File: src/rtl/jtdd_sdram_arb.sv
// Round-robin arbiter sharing one SDRAM read port between SLOTS ROM fetchers.
// One 32-bit read is in flight at a time. The slot that requested it gets a
// one-cycle slot_ok strobe when dout holds its word. Refresh windows are
// offered only while the bus is idle.
module jtdd_sdram_arb #(
  parameter int unsigned SLOTS   = 4,
  parameter int unsigned AW      = 22,
  parameter int unsigned TIMEOUT = 255
) (
  input  logic                clk,
  input  logic                rst,
  input  logic                downloading,
  input  logic                vblank,
  input  logic [SLOTS-1:0]    req,
  input  logic [SLOTS*AW-1:0] addr,
  output logic [SLOTS-1:0]    gnt,
  output logic [SLOTS-1:0]    slot_ok,
  output logic [31:0]         dout,
  output logic                sdram_req,
  output logic [AW-1:0]       sdram_addr,
  input  logic                sdram_ack,
  input  logic                data_rdy,
  input  logic [31:0]         data_read,
  output logic                refresh_en,
  output logic                timeout_err
);

  localparam int unsigned IW = (SLOTS > 1) ? $clog2(SLOTS) : 1;
  localparam int unsigned TW = 8;

  typedef enum logic [1:0] {IDLE, ISSUE, WAIT, DONE} state_t;

  state_t          state, state_nxt;
  logic [IW-1:0]   rr, rr_nxt;
  logic [IW-1:0]   gidx, gidx_nxt;
  logic [TW-1:0]   cnt, cnt_nxt;
  logic [SLOTS-1:0] gnt_nxt, slot_ok_nxt;
  logic [31:0]     dout_nxt;
  logic            sdram_req_nxt, refresh_nxt, terr_nxt;
  logic [AW-1:0]   sdram_addr_nxt;

  logic            pick_vld_c;
  logic [IW-1:0]   pick_idx_c;
  logic [IW-1:0]   cand_c;
  logic [AW-1:0]   slot_addr [SLOTS];

  // Unpack the flat address bus into one word per slot
  for (genvar i = 0; i < SLOTS; i++) begin : g_addr
    assign slot_addr[i] = addr[i*AW +: AW];
  end

  // First pending request at or after the round-robin pointer, with wrap
  always_comb begin
    pick_vld_c = 1'b0;
    pick_idx_c = '0;
    cand_c     = '0;
    for (int unsigned k = 0; k < SLOTS; k++) begin
      cand_c = IW'((32'(rr) + k) % SLOTS);
      if (!pick_vld_c && req[cand_c]) begin
        pick_vld_c = 1'b1;
        pick_idx_c = cand_c;
      end
    end
  end

  // Next-state and next-output logic
  always_comb begin
    state_nxt      = state;
    rr_nxt         = rr;
    gidx_nxt       = gidx;
    cnt_nxt        = cnt;
    gnt_nxt        = gnt;
    slot_ok_nxt    = '0;
    dout_nxt       = dout;
    sdram_req_nxt  = sdram_req;
    sdram_addr_nxt = sdram_addr;
    refresh_nxt    = 1'b0;
    terr_nxt       = timeout_err;

    if (downloading) begin
      // Abort whatever is in flight; the rr pointer survives
      state_nxt     = IDLE;
      gnt_nxt       = '0;
      sdram_req_nxt = 1'b0;
      cnt_nxt       = '0;
    end else begin
      case (state)
        IDLE: begin
          if (pick_vld_c) begin
            gidx_nxt       = pick_idx_c;
            gnt_nxt        = SLOTS'(1) << pick_idx_c;
            sdram_addr_nxt = slot_addr[pick_idx_c];
            sdram_req_nxt  = 1'b1;
            state_nxt      = ISSUE;
          end else begin
            refresh_nxt = vblank;
          end
        end
        ISSUE: begin
          if (sdram_ack) begin
            sdram_req_nxt = 1'b0;
            cnt_nxt       = '0;
            state_nxt     = WAIT;
          end
        end
        WAIT: begin
          if (data_rdy) begin
            dout_nxt  = data_read;
            state_nxt = DONE;
          end else if (cnt == TW'(TIMEOUT - 1)) begin
            terr_nxt  = 1'b1;
            gnt_nxt   = '0;
            state_nxt = IDLE;
          end else begin
            cnt_nxt = cnt + TW'(1);
          end
        end
        DONE: begin
          // A slot that withdrew its request gets no strobe
          slot_ok_nxt = gnt & req;
          rr_nxt      = (gidx == IW'(SLOTS - 1)) ? '0 : gidx + IW'(1);
          gnt_nxt     = '0;
          state_nxt   = IDLE;
        end
        default: state_nxt = IDLE;
      endcase
    end
  end

  // State and output registers
  always_ff @(posedge clk or posedge rst) begin
    if (rst) begin
      state       <= IDLE;
      rr          <= '0;
      gidx        <= '0;
      cnt         <= '0;
      gnt         <= '0;
      slot_ok     <= '0;
      dout        <= '0;
      sdram_req   <= 1'b0;
      sdram_addr  <= '0;
      refresh_en  <= 1'b0;
      timeout_err <= 1'b0;
    end else begin
      state       <= state_nxt;
      rr          <= rr_nxt;
      gidx        <= gidx_nxt;
      cnt         <= cnt_nxt;
      gnt         <= gnt_nxt;
      slot_ok     <= slot_ok_nxt;
      dout        <= dout_nxt;
      sdram_req   <= sdram_req_nxt;
      sdram_addr  <= sdram_addr_nxt;
      refresh_en  <= refresh_nxt;
      timeout_err <= terr_nxt;
    end
  end

endmodule
File: config.mk
export PLATFORM = sky130hd
export DESIGN_NAME = jtdd_sdram_arb
export DESIGN_NICKNAME = d
export VERILOG_FILES = /design/src/rtl/jtdd_sdram_arb.sv
export SDC_FILE = /design/constraint.sdc
export NUM_CORES = 1
export LEC_CHECK = 0
export BUFFER_PORTS_ARGS = -buffer_cell sky130_fd_sc_hd__buf_2
export CORE_MARGIN = 2
export CORE_UTILIZATION = 48
export CTS_BUF_LIST = sky130_fd_sc_hd__clkbuf_8
export CTS_CLUSTER_DIAMETER = 200
export DETAILED_ROUTE_END_ITERATION = 8
export GPL_TIMING_DRIVEN = 1
export PLACE_DENSITY = 0.83
export SYNTH_ARGS = -nofsm -noshare
export SYNTH_HDL_FRONTEND = slang
export SYNTH_SLANG_ARGS = --single-unit
File: constraint.sdc
create_clock -name clk -period 3.25 [get_ports clk]
set_input_delay 0.4875 -clock clk [delete_from_list [all_inputs] [get_ports clk]]
set_output_delay 0.4875 -clock clk [all_outputs]
set_load 0.02 [all_outputs]
# Word level (Yosys, flattened, before mapping)
# Cells that the tools add are included.
# classes
add_sub_neg	5
order_cmp	5
eq_ne	11
shift	1
mux	45
bitwise	4
reduce_logical	18
# op_table
op	n
binary-select mux 22 bit (select 2 bit)	1
two-way mux 22 bit	2
two-way mux 8 bit	4
two-way mux 4 bit	6
two-way mux 2 bit	10
case mux 8 bit (2 select lines)	1
!= test 3 bit (second input constant)	5
two-way mux 1 bit	14
< comparator 2 x 3 -> 1 bit (second input constant)	4
case mux 4 bit (3 select lines)	1
AND reduction 3 bit	4
AND reduction 4 bit	3
adder 8 x 1 -> 8 bit (second input constant)	1
binary-select mux 1 bit (select 2 bit)	4
equality test 8 bit (second input constant)	1
case mux 2 bit (4 select lines)	1
equality test 2 bit (second input constant)	3
nonzero test 3 bit	2
adder 2 x 1 -> 2 bit (second input constant)	2
adder 2 bit (second input constant)	2
AND 4 bit	1
!= test 4 bit (second input constant)	1
nonzero test 4 bit	1
left shift 1 x 2 -> 4 bit (first input constant)	1
other kinds (9)	14
# word_totals
register_bits	79
inputBits	130
out_inout_bits	65
elab_cells	100

# Depth between registers and ports, before layout
# depth
word_depth	16
ltp_mapped	8
depth_no_buf	7

# Worst setup path after synthesis
# No wires, ideal clock.
# synth_path
kind	input to register
start	input req[0]
end	register sdram_addr[0]
setup_time_ns	0.126
arrival_ns	1.807
t_required_ns	3.124
setup_slack_ns	1.317
stages	7
n_path_buf	2
cell_sequence	nand2_1 or2_2 buf_2 nand3_4 buf_12 mux2_4 a221o_1
# synth_between
elab_chain_len	16
elab_cells_between_ends	27
cone_classes	mux: 19; bitwise: 1; reduce/logical: 7
# synth_lines
element	line	text
start: declaration	14	input logic [SLOTS-1:0] req,
binary-select mux 1 bit (select 2 bit)	59	if (!pick_vld_c && req[cand_c]) begin
two-way mux 1 bit (not written as such)	59	
two-way mux 1 bit	59	
zero test 1 bit	59	
logical AND 1 bit	59	
two-way mux 1 bit	59	
zero test 1 bit	59	
logical AND 1 bit	59	
two-way mux 1 bit	59	
zero test 1 bit	59	
logical AND 1 bit	59	
two-way mux 2 bit	59	
NOT 2 -> 3 bit (not written as such)	92	sdram_addr_nxt = slot_addr[pick_idx_c];
binary-select mux 22 bit (select 2 bit)	92	
two-way mux 22 bit (not written as such) (2 in a row)	92	
end signal: assignment	153	sdram_addr <= sdram_addr_nxt;
end: declaration	20	output logic [AW-1:0] sdram_addr,
# Several ways; a longest one is shown, not always the timed one. The select of a mux whose other input is x is not followed.
# A chain may end at the register's enable or synchronous reset.

# Worst setup path in the final report
# layout_path
start	register rr[1]
end	register sdram_addr[21]
# layout_between
elab_chain_len	16
elab_cells_between_ends	30
cone_classes	add/sub: 3; mux: 19; bitwise: 1; reduce/logical: 7
# layout_lines
element	line	text
start: declaration	34	logic [IW-1:0] rr, rr_nxt;
start signal: assignment	146	rr <= rr_nxt;
branches (longest 16 deep; another with adder 2 x 1 -> 2 bit)	--	
# Parallel ways; which one is timed is not known. The select of a mux whose other input is x is not followed.

==> results.md <==
* Status: finished clean
* Max Cap Viol at 0
* 1st-iter DRT viols at 84
* Placed Instances at 630
* Port bufs at 194
* Number of global-route vias before repair at 3426
* Final HPWL DP at 7740 µm
* Worst-case reg-to-reg path depth at 5
* Largest net degree at the start of global routing at 65
* Crit path max fanout at 35
* Via/cell ratio at 5.53
* CP Data Required Time at 3.48 ns
* Maximum vdd drop at 339 µV
* Final Hold Viols at 0
* Critical path arrival at 3.14 ns
* Worst slew pin tran at 1.06 ns
* DRC viols at 0
* Io pins at 195
* Area delta synth->final at 29.2%
* Slew headroom at 29.3%
* Worst skew pair latency at 0.35 ns
* Setup TNS at 0 ns
* Layout fillers at 682
* # setup viols final at 0
* WL/cell at 16.1 µm
* Slowest cell on crit path: or2_1
* Min-Delay Path Class: in -> async
* Warning count from the yosys run at 0
* Syn Inst Count at 352
* CP cell instances: mux2i_1, or2_1, nand3_4, mux2_4, a221o_1
* Antenna violations before repair at 0
* Final WS setup at 0.348 ns
* Hold Buf Count CTS at 0
* Synthesized net count at 485
* Max frequency at 345 MHz
* RSZ-0062 raised after global routing: false
* Ant. Diodes at 0
* Vias at 3570
* Netlist cell types at 45
* Routed wire length at 10400 µm
* Clock skew at 0.00754 ns
* Num CTS Buffers at 9
* Post-synth top area share at 49.2%
* Top_reg_cell synth: dfrtp_1
* Final nets at 669
* Die X at 95.5 µm
* CTS clk-pin slew, worst paths at 0.09 ns
* Post-synth top area cell: dfrtp_1
* Most common cell after layout, fill and taps aside: buf_2
* Crit-path max cell delay at 0.64 ns
* Post-synth EDFFs at 0
* Largest buffer count on any clock path at 2
* CTS resizes at 0
* Die ar. at 9120 µm²
* Crit path launch type: flop
* Die height at 95.5 µm
* WHS at 0.348 ns
* Ratio of cells with drive above 1 in the final layout at 49.7%
* Detail Route Antenna Nets at 0
* Final max-slew violation count at 0
* Post CTS Setup Buffer Count at 0
* Async set or reset register ratio after synthesis at 100%
* First-pass GRT wire length at 15800 µm
* Fin crit share at 89.3%
* GPL Wtd Cong at 0.801
* 1st-pass router iterations at 5
* Register area share after synthesis at 49.2%
* CP Class: reg -> reg
* Row cnt at 33
* Initial Utilization at 49.1%
* Root Buffer: clkbuf_8
* Mean Syn Cell Area at 11.4 µm²
* Pwr dens at 732 nW/µm²
* Min cycle time layout at 2.90 ns
* Crit. End Element: flop
* CTS H-tree lvls at 3
* Static Leak at 0.00262 µW
* Synthesized area at 4020 µm²
* Synth top area cells: dfrtp_1 (49%), mux2_2 (11%), a211oi_1 (3.7%)
* # clock sinks at 79
* Global Route Usage Sum at 22.6%
* CTS tree: done
* Flops & latches, synth at 79
* Core area at 8180 µm²
* Finished Layout Cells at 646
* Commonest non-fill, non-tap cells in the layout: buf_2 (194), dfrtp_1 (79), mux2_2 (40), nor2_1 (20), a211oi_1 (20)
* GR Overflow Total at 0
* Worst slack at placement at 0.243 ns
==> through the flow <==
step | utilization [%] | total power (µW) | cell area [µm²]
finish | 63.5 | 3790 | 5190
global placement | 61.2 | 3080 | 5000
CTS | 63.5 | 3830 | 5190
detailed placement | 61.2 | 3140 | 5000
global route | 63.5 | 4040 | 5190
floorplan | - | 2630 | 4020
==> cell families after synthesis <==
logic type / after synthesis / share of synthesized area [%]
AO/OA/AOI/OAI: 93 / 16.5
adder cells (fa/ha/maj): 3 / 0.935
buffers and inverters: 32 / 4.61
flip-flops: 79 / 49.2
multiplexers: 57 / 16.1
AND/OR/NAND/NOR: 88 / 12.6
==> power breakdown <==
| group | leakage, µW | switching, µW | internal (µW) |
|---|---|---|---|
| Sequential | 0.000996 | 190 | 1300 |
| Clock | 0.0000931 | 395 | 295 |
| Combinational | 0.00153 | 946 | 670 |
==> worst max-delay path, delay by kind of cell (launching register included) <==
family / cells / cell delay, ns
DFF: 1 / 0.45
AOI/OAI and AO/OA: 1 / 0.33
muxes: 2 / 0.75
and+or+nand+nor: 2 / 1.24
==> per-layer routing <==
metal  share of wire [%]  up-vias  global-route usage [%]  routed length (µm)
li1                    -     1704                       -                   -
met1                  40     1673                    26.5                4160
met2                  50      176                    39.4                5190
met3                 8.7       17                    6.17                 903
met4                 1.5        0                    8.57                 161
met5                   0        -                       0                   0
==> registers in the layout, indices dropped and copies added (netlist names) <==
name and flops:
rr 2, sdram_addr 22, dout 32, refresh_en 1, slot_ok 4, cnt 8, timeout_err 1, gnt 4
gidx 2, state 2, sdram_req 1
==> worst paths after layout <==
check                           slack [ns]                start                    endpoint
worst max-delay path                  0.35    rr[1]$_DFFE_PP0P_  sdram_addr[21]$_DFFE_PP0P_
worst min-delay path                  0.35                  rst        dout[24]$_DFFE_PP0P_
worst max register to register        0.35    rr[1]$_DFFE_PP0P_  sdram_addr[21]$_DFFE_PP0P_
worst min register to register        0.50  dout[7]$_DFFE_PP0P_         dout[7]$_DFFE_PP0P_
max in group asynchronous             2.19                  rst   sdram_addr[0]$_DFFE_PP0P_
min in group clk                      0.35        data_read[28]        dout[28]$_DFFE_PP0P_
==> layout make-up <==
| type | instances | area [µm²] | share of cell area (%) |
|---|---|---|---|
| clock buffer | 9 | 124 | 2.39 |
| clock inverter | 7 | 62.6 | 1.21 |
| inverter | 5 | 20.0 | 0.386 |
| multi-input combinational | 241 | 1860 | 35.8 |
| sequential | 79 | 1980 | 38.1 |
| tap | 105 | 131 | 2.53 |
| timing repair buffer | 200 | 1020 | 19.6 |
==> cells in the mapped netlist, types with 10 or more instances <==
library cell / n
a211oi_1: 20
a21oi_1: 18
a221o_1: 12
and4_1: 10
clkbuf_1: 13
dfrtp_1: 79
mux2_2: 40
mux2i_1: 11
nand4_1: 12
nor2_1: 21
o21ai_0: 12
o31ai_1: 16
Power figures use the tool's default switching activity.
